$ cat config.mk
export PLATFORM = sky130hd
export DESIGN_NAME = uart_sender
export DESIGN_NICKNAME = d
export VERILOG_FILES = /design/src/rtl/uart_sender_pkg.sv /design/src/rtl/uart_baud_gen.sv /design/src/rtl/uart_sender.sv
export SDC_FILE = /design/constraint.sdc
export NUM_CORES = 1
export LEC_CHECK = 0
export CAP_MARGIN = 10
export CORE_MARGIN = 3
export CORE_UTILIZATION = 50
export CTS_CLUSTER_DIAMETER = 200
export DETAILED_ROUTE_END_ITERATION = 16
export PLACE_DENSITY = 0.77
export SLEW_MARGIN = 25
export SYNTH_ARGS = -nofsm -noshare
export SYNTH_HDL_FRONTEND = slang
export SYNTH_SLANG_ARGS = --single-unit
$ cat constraint.sdc
create_clock -name clk -period 5.5 [get_ports clk]
set_clock_uncertainty 0.05 [all_clocks]
set_input_delay 1.1 -clock clk [delete_from_list [all_inputs] [get_ports clk]]
set_output_delay 1.1 -clock clk [all_outputs]
set_load 0.05 [all_outputs]
$ cat src/rtl/uart_sender_pkg.sv
// Shared constants and state encoding for the 8N1 UART transmitter.
// Imported by the sender, its baud generator and the bench.
package uart_sender_pkg;

  localparam int CLKS_PER_BIT_DEF = 5208;
  localparam int FRAME_BITS = 10;

  typedef enum logic [1:0] {
    IDLE  = 2'd0,
    START = 2'd1,
    DATA  = 2'd2,
    STOP  = 2'd3
  } state_t;

endpackage

$ cat src/rtl/uart_baud_gen.sv
// Bit-period counter: counts 0..CLKS_PER_BIT-1 while enabled and
// pulses bit_tick on the last cycle of every bit.
module uart_baud_gen
  import uart_sender_pkg::*;
#(
  parameter int CLKS_PER_BIT = CLKS_PER_BIT_DEF
) (
  input  logic clk,
  input  logic rst_n,
  input  logic clear,
  output logic bit_tick
);

  localparam logic [15:0] LAST = 16'(CLKS_PER_BIT - 1);

  logic [15:0] count;

  assign bit_tick = !clear && (count == LAST);

  always_ff @(posedge clk or negedge rst_n) begin
    if (!rst_n) begin
      count <= '0;
    end else if (clear || bit_tick) begin
      count <= '0;
    end else begin
      count <= count + 16'd1;
    end
  end

endmodule

$ cat src/rtl/uart_sender.sv
// 8N1 UART transmitter with a one-byte holding register so that
// consecutive frames can go out with no idle gap between them.
module uart_sender
  import uart_sender_pkg::*;
#(
  parameter int CLKS_PER_BIT = CLKS_PER_BIT_DEF
) (
  input  logic       clk,
  input  logic       rst_n,
  input  logic       tx_start,
  input  logic [7:0] tx_data,
  output logic       tx,
  output logic       tx_ready,
  output logic       tx_busy,
  output logic       tx_done
);

  state_t     state;
  state_t     state_n;
  logic [2:0] idx;
  logic [2:0] idx_n;
  logic [7:0] shift;
  logic [7:0] shift_n;
  logic [7:0] hold;
  logic [7:0] hold_n;
  logic       hold_valid;
  logic       hold_valid_n;
  logic       tx_n;
  logic       bit_tick;
  logic       accept;
  logic       frame_end;

  uart_baud_gen #(
    .CLKS_PER_BIT(CLKS_PER_BIT)
  ) u_baud (
    .clk     (clk),
    .rst_n   (rst_n),
    .clear   (state == IDLE),
    .bit_tick(bit_tick)
  );

  assign tx_ready  = !hold_valid;
  assign accept    = tx_start && tx_ready;
  assign frame_end = (state == STOP) && bit_tick;
  assign tx_done   = frame_end;
  assign tx_busy   = (state != IDLE);

  always_comb begin
    state_n      = state;
    idx_n        = idx;
    shift_n      = shift;
    hold_n       = hold;
    hold_valid_n = hold_valid;
    tx_n         = tx;
    unique case (state)
      IDLE: begin
        if (accept) begin
          shift_n = tx_data;
          tx_n    = 1'b0;
          state_n = START;
        end
      end
      START: begin
        if (bit_tick) begin
          tx_n    = shift[0];
          idx_n   = 3'd0;
          state_n = DATA;
        end
      end
      DATA: begin
        if (bit_tick) begin
          if (idx == 3'd7) begin
            tx_n    = 1'b1;
            state_n = STOP;
          end else begin
            shift_n = {1'b0, shift[7:1]};
            tx_n    = shift[1];
            idx_n   = idx + 3'd1;
          end
        end
      end
      STOP: begin
        if (bit_tick) begin
          if (hold_valid) begin
            shift_n      = hold;
            hold_n       = '0;
            hold_valid_n = 1'b0;
            tx_n         = 1'b0;
            state_n      = START;
          end else if (accept) begin
            shift_n = tx_data;
            tx_n    = 1'b0;
            state_n = START;
          end else begin
            tx_n    = 1'b1;
            state_n = IDLE;
          end
        end
      end
      default: begin
        state_n = IDLE;
      end
    endcase
    // Mid-frame accepts park in the hold; the stop-bit edge bypasses it.
    if (accept && (state != IDLE) && !frame_end) begin
      hold_n       = tx_data;
      hold_valid_n = 1'b1;
    end
  end

  always_ff @(posedge clk or negedge rst_n) begin
    if (!rst_n) begin
      state      <= IDLE;
      idx        <= '0;
      shift      <= '0;
      hold       <= '0;
      hold_valid <= 1'b0;
      tx         <= 1'b1;
    end else begin
      state      <= state_n;
      idx        <= idx_n;
      shift      <= shift_n;
      hold       <= hold_n;
      hold_valid <= hold_valid_n;
      tx         <= tx_n;
    end
  end

endmodule

==> results of run 1 <==
-- Yosys cell counts (all sizes together), types with 4 or more instances --
library cell   n  share of area
dfrtp         38           0.41
nor2          21          0.034
a21oi         13          0.028
nand2         13          0.021
o21ai         13          0.030
buf           11          0.035
nand3         10          0.022
nor2b          9          0.024
a211o          8          0.030
a211oi         8          0.026
ha             8          0.043
inv            8          0.013
o2bb2ai        8          0.030
a222oi         7          0.030
and3           6          0.016
xnor2          6          0.023
xor2           6          0.023
clkbuf         4         0.0065
-- flip-flops by register name (all words and copies together) (netlist names) --
| signal | flops |
|---|---|
| tx | 1 |
| hold | 8 |
| u_baud.count | 16 |
| state | 2 |
| idx | 3 |
| hold_valid | 1 |
| shift | 8 |
-- per-stage QoR --
stage          cell area (um^2)  cells  hold WS, ns  total power, mW   util
6_report                   2510    292        0.426            0.518  0.568
5_1_grt                    2510    292        0.451            0.541  0.568
4_1_cts                    2510    292        0.430            0.525  0.568
3_5_place_dp               2420    285        0.420            0.329  0.548
3_3_place_gp               2420    285        0.410            0.328  0.548
2_1_floorplan              2310    233        0.397            0.312      -
-- power groups by stage --
stage | sequential (mW) | clock, mW | combinational, mW
floorplan | 0.301 | 0 | 0.0110
global placement | 0.302 | 0 | 0.0260
detailed placement | 0.302 | 0 | 0.0265
CTS | 0.297 | 0.202 | 0.0265
global route | 0.298 | 0.214 | 0.0292
finish | 0.297 | 0.195 | 0.0258
-- path summary, 6_finish.rpt --
check                                start              end  slack [ns]  cells past startpoint
max in group asynchronous            rst_n          hold[3]        4.01                      1
max reg2reg                       state[0]         shift[3]        3.09                      7
min                        u_baud.count[0]  u_baud.count[0]        0.43                      1
min reg2reg                u_baud.count[0]  u_baud.count[0]        0.43                      1
max                               state[0]          tx_done        1.36                      7
min in group asynchronous            rst_n           idx[2]        0.85                      1
-- layout make-up --
type / instances / share of cell area
Clock inverter: 1 / 0.00200
Timing Repair Buffer: 15 / 0.0569
Multi-Input combinational cell: 171 / 0.480
Inverter: 8 / 0.0120
Sequential cell: 39 / 0.390
Tap cell: 52 / 0.0260
Clock buffer: 6 / 0.0330
-- metal layers --
layer | vias to the layer above | share of wire
li1 | 885 | -
met1 | 834 | 0.50
met2 | 64 | 0.43
met3 | 6 | 0.050
met4 | 0 | 0.017
met5 | - | 0
-- kinds of logic after synthesis --
| kind of cell | Yosys count |
|---|---|
| simple gates | 80 |
| compound gates | 69 |
| flops | 39 |
| buf+inv | 23 |
| xor+xnor | 12 |
| fa+ha+maj | 8 |
| mux | 2 |
==> results.json, run 1 <==
{
  "synth_area_um2": 2310,
  "outcome": "finished clean",
  "muxShareOfSynthArea": 0.00976,
  "io_pins": 15,
  "power_density_nw_per_um2": 207,
  "grt_use_met3": 0.0365,
  "min_path_type": "reg2reg",
  "clock_sinks": 39,
  "cp.required_ns": 4.35,
  "hold_viol_final": 0,
  "die_area_um2": 5470,
  "grt_pass1_wl_um": 7970,
  "syn_to_final_growth_pct": 8.62,
  "mostFrequentLayoutCell": "dfrtp_1",
  "die_width_um": 73.9,
  "end_kind": "primary output",
  "comb_power_share": 0.050,
  "finalSetupTns_ns": 0,
  "die_h_um": 73.9,
  "cell_internal_pwr_mw": 0.404,
  "worstPathArrival_ns": 2.99,
  "fmax_ghz": 0.241,
  "critPathTopFamily": "buffers and inverters",
  "viasPerCell": 6.13,
  "grtUsageMet1": 0.289,
  "ctsResizeCount": 0,
  "multi_input_area_um2": 1200,
  "fin_ws_ns": 1.36,
  "synth_simple_gate_area_frac": 0.191,
  "worst_pin_slew_ns": 0.841,
  "preCtsSetupSlack_ns": 1.69,
  "cap_violations": 0,
  "cts_buffers": 5,
  "worst-path-buf-inv": 3,
  "grt.busiest_layer": "met1",
  "final_nets": 259,
  "avgSynthCellArea_um2": 9.90,
  "cts_tree": "done",
  "wl_um": 4670,
  "yosys_warnings": 0,
  "holdBufCountCts": 0,
  "slew_headroom": 0.440,
  "clkPwrFrac": 0.376,
  "min_period_ns": 4.14,
  "grt_setup_unrepaired": "false",
  "synthDistinctLibCells": 50,
  "pwr-share-seq": 0.574,
  "netlist_instances": 233,
  "yosys.area_share.adder": 0.0434,
  "slowest_delay_ns": 0.82,
  "first_global_vias": 1636,
  "start_kind": "register",
  "drive_gt1_frac": 0.0875,
  "synth-xor-area-share": 0.0456,
  "synth-main-ff-cell": "dfrtp_1",
  "use_met2": 0.265,
  "n_antenna_cell": 0,
  "grt_max_degree": 40,
  "drv_slew": 0,
  "critPathMaxFanout": 26,
  "dp_hpwl_um": 3270,
  "fill_cells": 369,
  "power_switching_share": 0.220,
  "h-tree-depth": 2,
  "crit_path_cell_trace": "inv_1, ha_1, and4b_1, and4_1, buf_4, and2_4, clkdlybuf4s50_1",
  "cts.clk_slew.worst_paths_ns": 0.07,
  "cts-root-buf": "clkbuf_8",
  "yosysSeqAreaShare": 0.424,
  "synth-edff-count": 0,
  "setup_viol": 0,
  "synth_nets": 252,
  "worstSetupPathType": "reg2out",
  "clkLatencyLatePin_ns": 0.29,
  "start_util": 0.523,
  "post_cts_buffers": 0,
  "seq_area_um2": 977,
  "leakagePower_nw": 1.09,
  "drcViolationCount": 0,
  "cts_buffer_depth": 2,
  "vias": 1789,
  "wl_per_cell_um": 16.0,
  "final_cell_mix": "38 x dfrtp_1, 21 x nor2_1, 13 x a21oi_1, 13 x nand2_1, 13 x clkdlybuf4s50_1",
  "min_period_over_period": 0.753,
  "grt_overflow": 0,
  "critPathSlowestCell": "clkdlybuf4s50_1",
  "ys_seq_elements": 39,
  "vdd_drop_max_mv": 0.103,
  "port_buffers": 14,
  "final_antenna_net_count": 0,
  "coreArea_um2": 4410,
  "drt_first_pass_iters": 7,
  "row_count": 24,
  "p_switching_mw": 0.114,
  "drt_iter0_drc": 188,
  "gp_congestion": 0.876,
  "synth_compound_area_frac": 0.232,
  "grt_usage": 0.190,
  "synth_top_family_by_area": "compound AO/OA/AOI/OAI gates",
  "antenna_found_initial": 0,
  "async_reset_ff_frac": 1.00
}
Power figures use the tool's default switching activity.
==> run 2, diff against run 1 <==
--- a/config.mk
+++ b/config.mk
@@ -10,7 +10,7 @@
 export CORE_UTILIZATION = 50
 export CTS_CLUSTER_DIAMETER = 200
 export DETAILED_ROUTE_END_ITERATION = 16
-export PLACE_DENSITY = 0.77
+export PLACE_DENSITY = 0.8
 export SLEW_MARGIN = 25
 export SYNTH_ARGS = -nofsm -noshare
 export SYNTH_HDL_FRONTEND = slang
==> constraint.sdc (replaced) <==
create_clock -name clk -period 3.6 [get_ports clk]
set_clock_uncertainty 0.05 [all_clocks]
set_input_delay 0.72 -clock clk [delete_from_list [all_inputs] [get_ports clk]]
set_output_delay 0.72 -clock clk [all_outputs]
set_load 0.05 [all_outputs]
==> run 2 against run 1 <==
Net effect: non-clock buffer count stayed put; sequential power is 53% higher; clock-buffer cell count is 1 higher; wire length is 0.96% higher; via count is 0.39% higher; final cell count is 0.34% higher; core utilization is 0.31 points higher; clock power is 55% higher; first-iteration DRC count is 8.5% lower; global-route usage is 0.62 points higher; hold slack better by 0.0096 ns; combinational power is 54% higher; highest routed layer unchanged.
==> results.json, run 2 (synthesis gave the netlist of run 1 again) <==
{
  "end_kind": "primary output",
  "fill_cells": 375,
  "gp_congestion": 0.815,
  "ctsResizeCount": 0,
  "vias": 1796,
  "wl_um": 4710,
  "vdd_drop_max_mv": 0.205,
  "clkLatencyLatePin_ns": 0.30,
  "holdWs_ns": 0.435,
  "grt_max_degree": 40,
  "dp_hpwl_um": 3280,
  "min_period_over_period": 0.798,
  "power_density_nw_per_um2": 316,
  "die_area_um2": 5470,
  "regMostFlops": "u_baud.count",
  "mostFrequentLayoutCell": "dfrtp_1",
  "grt.busiest_layer": "met1",
  "outcome": "finished clean",
  "viasPerCell": 6.13,
  "n_antenna_cell": 0,
  "final_antenna_net_count": 0,
  "largest_register_ffs": 16,
  "min_period_ns": 2.87,
  "die_h_um": 73.9,
  "cts_buffers": 5,
  "row_count": 24,
  "cts_buffer_depth": 2,
  "grt_use_met3": 0.0527,
  "cts.clk_slew.worst_paths_ns": 0.08,
  "worst_pin_slew_ns": 0.851,
  "final_cell_mix": "38 x dfrtp_1, 21 x nor2_1, 13 x a21oi_1, 13 x nand2_1, 12 x clkdlybuf4s50_1",
  "grt_pass1_wl_um": 8200,
  "drv_slew": 0,
  "slew_headroom": 0.433,
  "start_kind": "register",
  "reg2reg_depth": 7,
  "first_global_vias": 1685,
  "worstSetupPathType": "reg2out",
  "cp.required_ns": 2.83,
  "drt_iter0_drc": 172,
  "worst_hold_path.num_cells": 1,
  "coreArea_um2": 4410,
  "cts_tree": "done",
  "leakagePower_nw": 1.10,
  "final_nets": 259,
  "critPathMaxFanout": 9,
  "fin_total_pwr_mw": 0.796,
  "port_buffers": 14,
  "cap_violations": 0,
  "cell_internal_pwr_mw": 0.621,
  "post_dp_cell_area_um2": 2430,
  "io_pins": 15,
  "grt_setup_unrepaired": "false",
  "grtUsageMet1": 0.300,
  "wl_per_cell_um": 16.1,
  "start_util": 0.523,
  "worstPathArrival_ns": 2.10,
  "min_path_type": "reg2reg",
  "finalSetupTns_ns": 0,
  "clock_sinks": 39,
  "die_width_um": 73.9,
  "clkPwrFrac": 0.380,
  "fin_util": 0.571,
  "post_cts_buffers": 0,
  "drcViolationCount": 0,
  "fmax_ghz": 0.348,
  "pwr-share-seq": 0.570,
  "setup_viol": 0,
  "syn_to_final_growth_pct": 9.22,
  "grt_usage": 0.196,
  "cts-root-buf": "clkbuf_8",
  "multi_input_area_um2": 1200,
  "power_switching_share": 0.220,
  "holdBufCountCts": 0,
  "fin_area_um2": 2520,
  "h-tree-depth": 2,
  "antenna_found_initial": 0,
  "grt_overflow": 0,
  "hold_viol_final": 0,
  "drt_first_pass_iters": 5,
  "seq_area_um2": 977,
  "comb_power_share": 0.050,
  "drive_gt1_frac": 0.0913,
  "largestRegisters": "u_baud.count (16), hold (8), shift (8)",
  "use_met2": 0.269,
  "p_switching_mw": 0.175
}
-- run 2: cell types whose count changed in the layout (fill, tap and decap cells not counted) --
cell,previous run,this run
buf_12,0,1
clkbuf_1,0,1
clkdlybuf4s50_1,13,12
-- run 2: path summary, 6_finish.rpt --
path	from	end	slack (ns)
worst max-delay path	state[0]	tx_busy	0.73
min in group asynchronous	rst_n	idx[2]	0.47
worst min-delay path	u_baud.count[0]	u_baud.count[0]	0.44
worst min register to register	u_baud.count[0]	u_baud.count[0]	0.44
max in group asynchronous	rst_n	u_baud.count[8]	2.48
worst max register to register	state[0]	shift[1]	1.14
-- run 2: worst max-delay path, cell delays in order (launching register included) --
cell,delay [ns]
dfrtp_1,0.43
inv_1,0.11
ha_1,0.33
inv_1,0.13
clkdlybuf4s50_1,0.80
-- run 2: area by class of cell --
| class | instances | area share |
|---|---|---|
| sequential | 39 | 0.388 |
| inverter | 8 | 0.0119 |
| timing repair buffer | 15 | 0.0606 |
| clock inverter | 1 | 0.00199 |
| multi-input combinational | 171 | 0.478 |
| tap | 52 | 0.0258 |
| clock buffer | 7 | 0.0343 |
-- run 2: power groups by stage --
stage | sequential, mW | combinational [mW] | clock (mW)
floorplan | 0.460 | 0.0168 | 0
global route | 0.455 | 0.0454 | 0.333
finish | 0.454 | 0.0397 | 0.303
CTS | 0.454 | 0.0406 | 0.309
detailed placement | 0.462 | 0.0407 | 0
global placement | 0.462 | 0.0400 | 0
-- run 2: per-stage QoR --
step / cells / setup WS (ns)
2_1_floorplan: 233 / 1.17
3_3_place_gp: 285 / 1.13
3_5_place_dp: 285 / 1.05
4_1_cts: 293 / 0.725
5_1_grt: 293 / 0.636
6_report: 293 / 0.726
-- run 2: routing by layer --
layer  part of all wire  up-vias
li1                   -      885
met1               0.49      865
met2               0.45       40
met3              0.051        6
met4              0.014        0
met5                  0        -
==> run 3, diff against run 2 <==
==> constraint.sdc (replaced) <==
create_clock -name clk -period 2.3 [get_ports clk]
set_clock_uncertainty 0.05 [all_clocks]
set_input_delay 0.46 -clock clk [delete_from_list [all_inputs] [get_ports clk]]
set_output_delay 0.46 -clock clk [all_outputs]
set_load 0.05 [all_outputs]
==> run 3 against run 2 <==
Net effect: clock power increased by 70%; total power grew 62%; core utilization up 3.1 points; global-route usage decreased by 0.48 points; final cell count up 4.4%; design area is 5.4% higher; first-iteration DRC count decreased by 7.0%; via count rose by 3.6%; critical path type unchanged.
==> results.json, run 3 (synthesis gave the netlist of run 1 again) <==
{
  "grt_overflow": 0,
  "first_global_vias": 1650,
  "coreArea_um2": 4410,
  "cts-root-buf": "clkbuf_8",
  "fin_util": 0.601,
  "clkLatencyLatePin_ns": 0.30,
  "h-tree-depth": 2,
  "largest_register_ffs": 16,
  "worstSetupStartpoint": "state[0]",
  "fin_total_pwr_mw": 1.29,
  "n_antenna_cell": 0,
  "drive_gt1_frac": 0.157,
  "mostFrequentLayoutCell": "dfrtp_1",
  "grt_setup_unrepaired": "false",
  "cts.clk_slew.worst_paths_ns": 0.08,
  "drcViolationCount": 0,
  "port_buffers": 14,
  "cts_buffers": 5,
  "slowest_delay_ns": 0.36,
  "hold_viol_final": 0,
  "wl_per_cell_um": 15.8,
  "dp_hpwl_um": 3410,
  "worstSetupPathType": "reg2out",
  "slew_headroom": 0.639,
  "crit_path_cell_trace": "inv_1, ha_2, and4b_1, and4_4, and2_4, buf_12",
  "drt_iter0_drc": 160,
  "cts_tree": "done",
  "grt_usage": 0.191,
  "largestRegisters": "u_baud.count (16), hold (8), shift (8)",
  "leakagePower_nw": 1.17,
  "antenna_found_initial": 0,
  "final_antenna_net_count": 0,
  "finalSetupTns_ns": 0,
  "start_util": 0.523,
  "grt_pass1_wl_um": 8090,
  "row_count": 24,
  "die_area_um2": 5470,
  "min_path_type": "in2async",
  "setup_viol": 0,
  "outcome": "finished clean",
  "final_nets": 272,
  "critPathMaxFanout": 3,
  "wl_um": 4820,
  "regMostFlops": "u_baud.count",
  "vias": 1860,
  "clock_sinks": 39,
  "syn_to_final_growth_pct": 15.1,
  "die_h_um": 73.9,
  "worstPathArrival_ns": 1.72,
  "critPathSlowestCell": "dfrtp_1",
  "power_density_nw_per_um2": 487,
  "grt_max_degree": 27,
  "io_pins": 15,
  "drt_first_pass_iters": 6,
  "final_cell_mix": "38 x dfrtp_1, 21 x nor2_1, 14 x buf_4",
  "min_period_over_period": 0.969,
  "vdd_drop_max_mv": 0.423,
  "gp_congestion": 0.819,
  "cap_violations": 0,
  "start_kind": "register",
  "reg2reg_from": "state[0]",
  "critPathTopFamily": "simple AND/OR/NAND/NOR gates",
  "worst_pin_slew_ns": 0.537,
  "end_kind": "primary output",
  "drv_slew": 0,
  "min_period_ns": 2.23,
  "worst-path-buf-inv": 2,
  "die_width_um": 73.9,
  "cp.required_ns": 1.79,
  "cts_buffer_depth": 2,
  "fmax_ghz": 0.449,
  "viasPerCell": 6.08
}
## run 3: changes by cell type in the layout (fill, tap and decap cells not counted), sizes merged
cell / delta
buf: +15
clkdlybuf4s50: -2
clkinv: -1
clkinvlp: +1
## run 3: cell type report
class	instances	area, um^2
Clock buffer	7	96.3
Tap cell	52	65.1
Clock inverter	1	7.51
Fill cell	360	1760
Sequential cell	39	977
Multi-Input combinational cell	171	1210
Timing Repair Buffer	28	270
Inverter	8	30.0
## run 3: path summary, 6_finish.rpt
check	endpoint	depth (start not counted)	slack (ns)
min in group clk	u_baud.count[0]	1	0.44
max reg2reg	shift[4]	7	0.29
max	tx_done	6	0.07
max in group asynchronous	tx	2	1.58
min reg2reg	u_baud.count[0]	1	0.44
min	idx[0]	1	0.05
## run 3: what timing repair did
item	CTS	global route
setup buffers	2	0
hold buffers	0	0
setup endpoints to repair	1	1
gates resized for setup	1	2
## run 3: per-stage QoR
| stage | hold slack (ns) | cells | instance area [um^2] | setup WS (ns) |
|---|---|---|---|---|
| after detailed placement | 0.379 | 296 | 2530 | 0.158 |
| after CTS | 0.0584 | 306 | 2650 | 0.0243 |
| after global placement | 0.381 | 296 | 2530 | 0.211 |
| after floorplan | 0.114 | 233 | 2310 | 0.127 |
| after global routing | 0.0683 | 306 | 2660 | 0.0103 |
| final | 0.0461 | 306 | 2660 | 0.0714 |
## run 3: where the power goes
part / internal (mW) / leakage [nW] / switching [mW]
registers: 0.700 / 0.499 / 0.0113
clock network: 0.273 / 0.0505 / 0.243
logic: 0.0338 / 0.624 / 0.0328
total: 1.01 / 1.17 / 0.287
## run 3: routing by layer
layer  wire [um]  global-route usage
met5           0                   0
met4          53              0.0483
met3         235              0.0419
met2        2110               0.268
met1        2420               0.298
## run 3: worst reg2reg max path: stages (launching register included)
cell	delay [ns]
dfrtp_1	0.39
inv_1	0.10
ha_2	0.18
and4b_1	0.18
and4_4	0.21
buf_12	0.16
o21ai_1	0.45
o2bb2ai_1	0.15
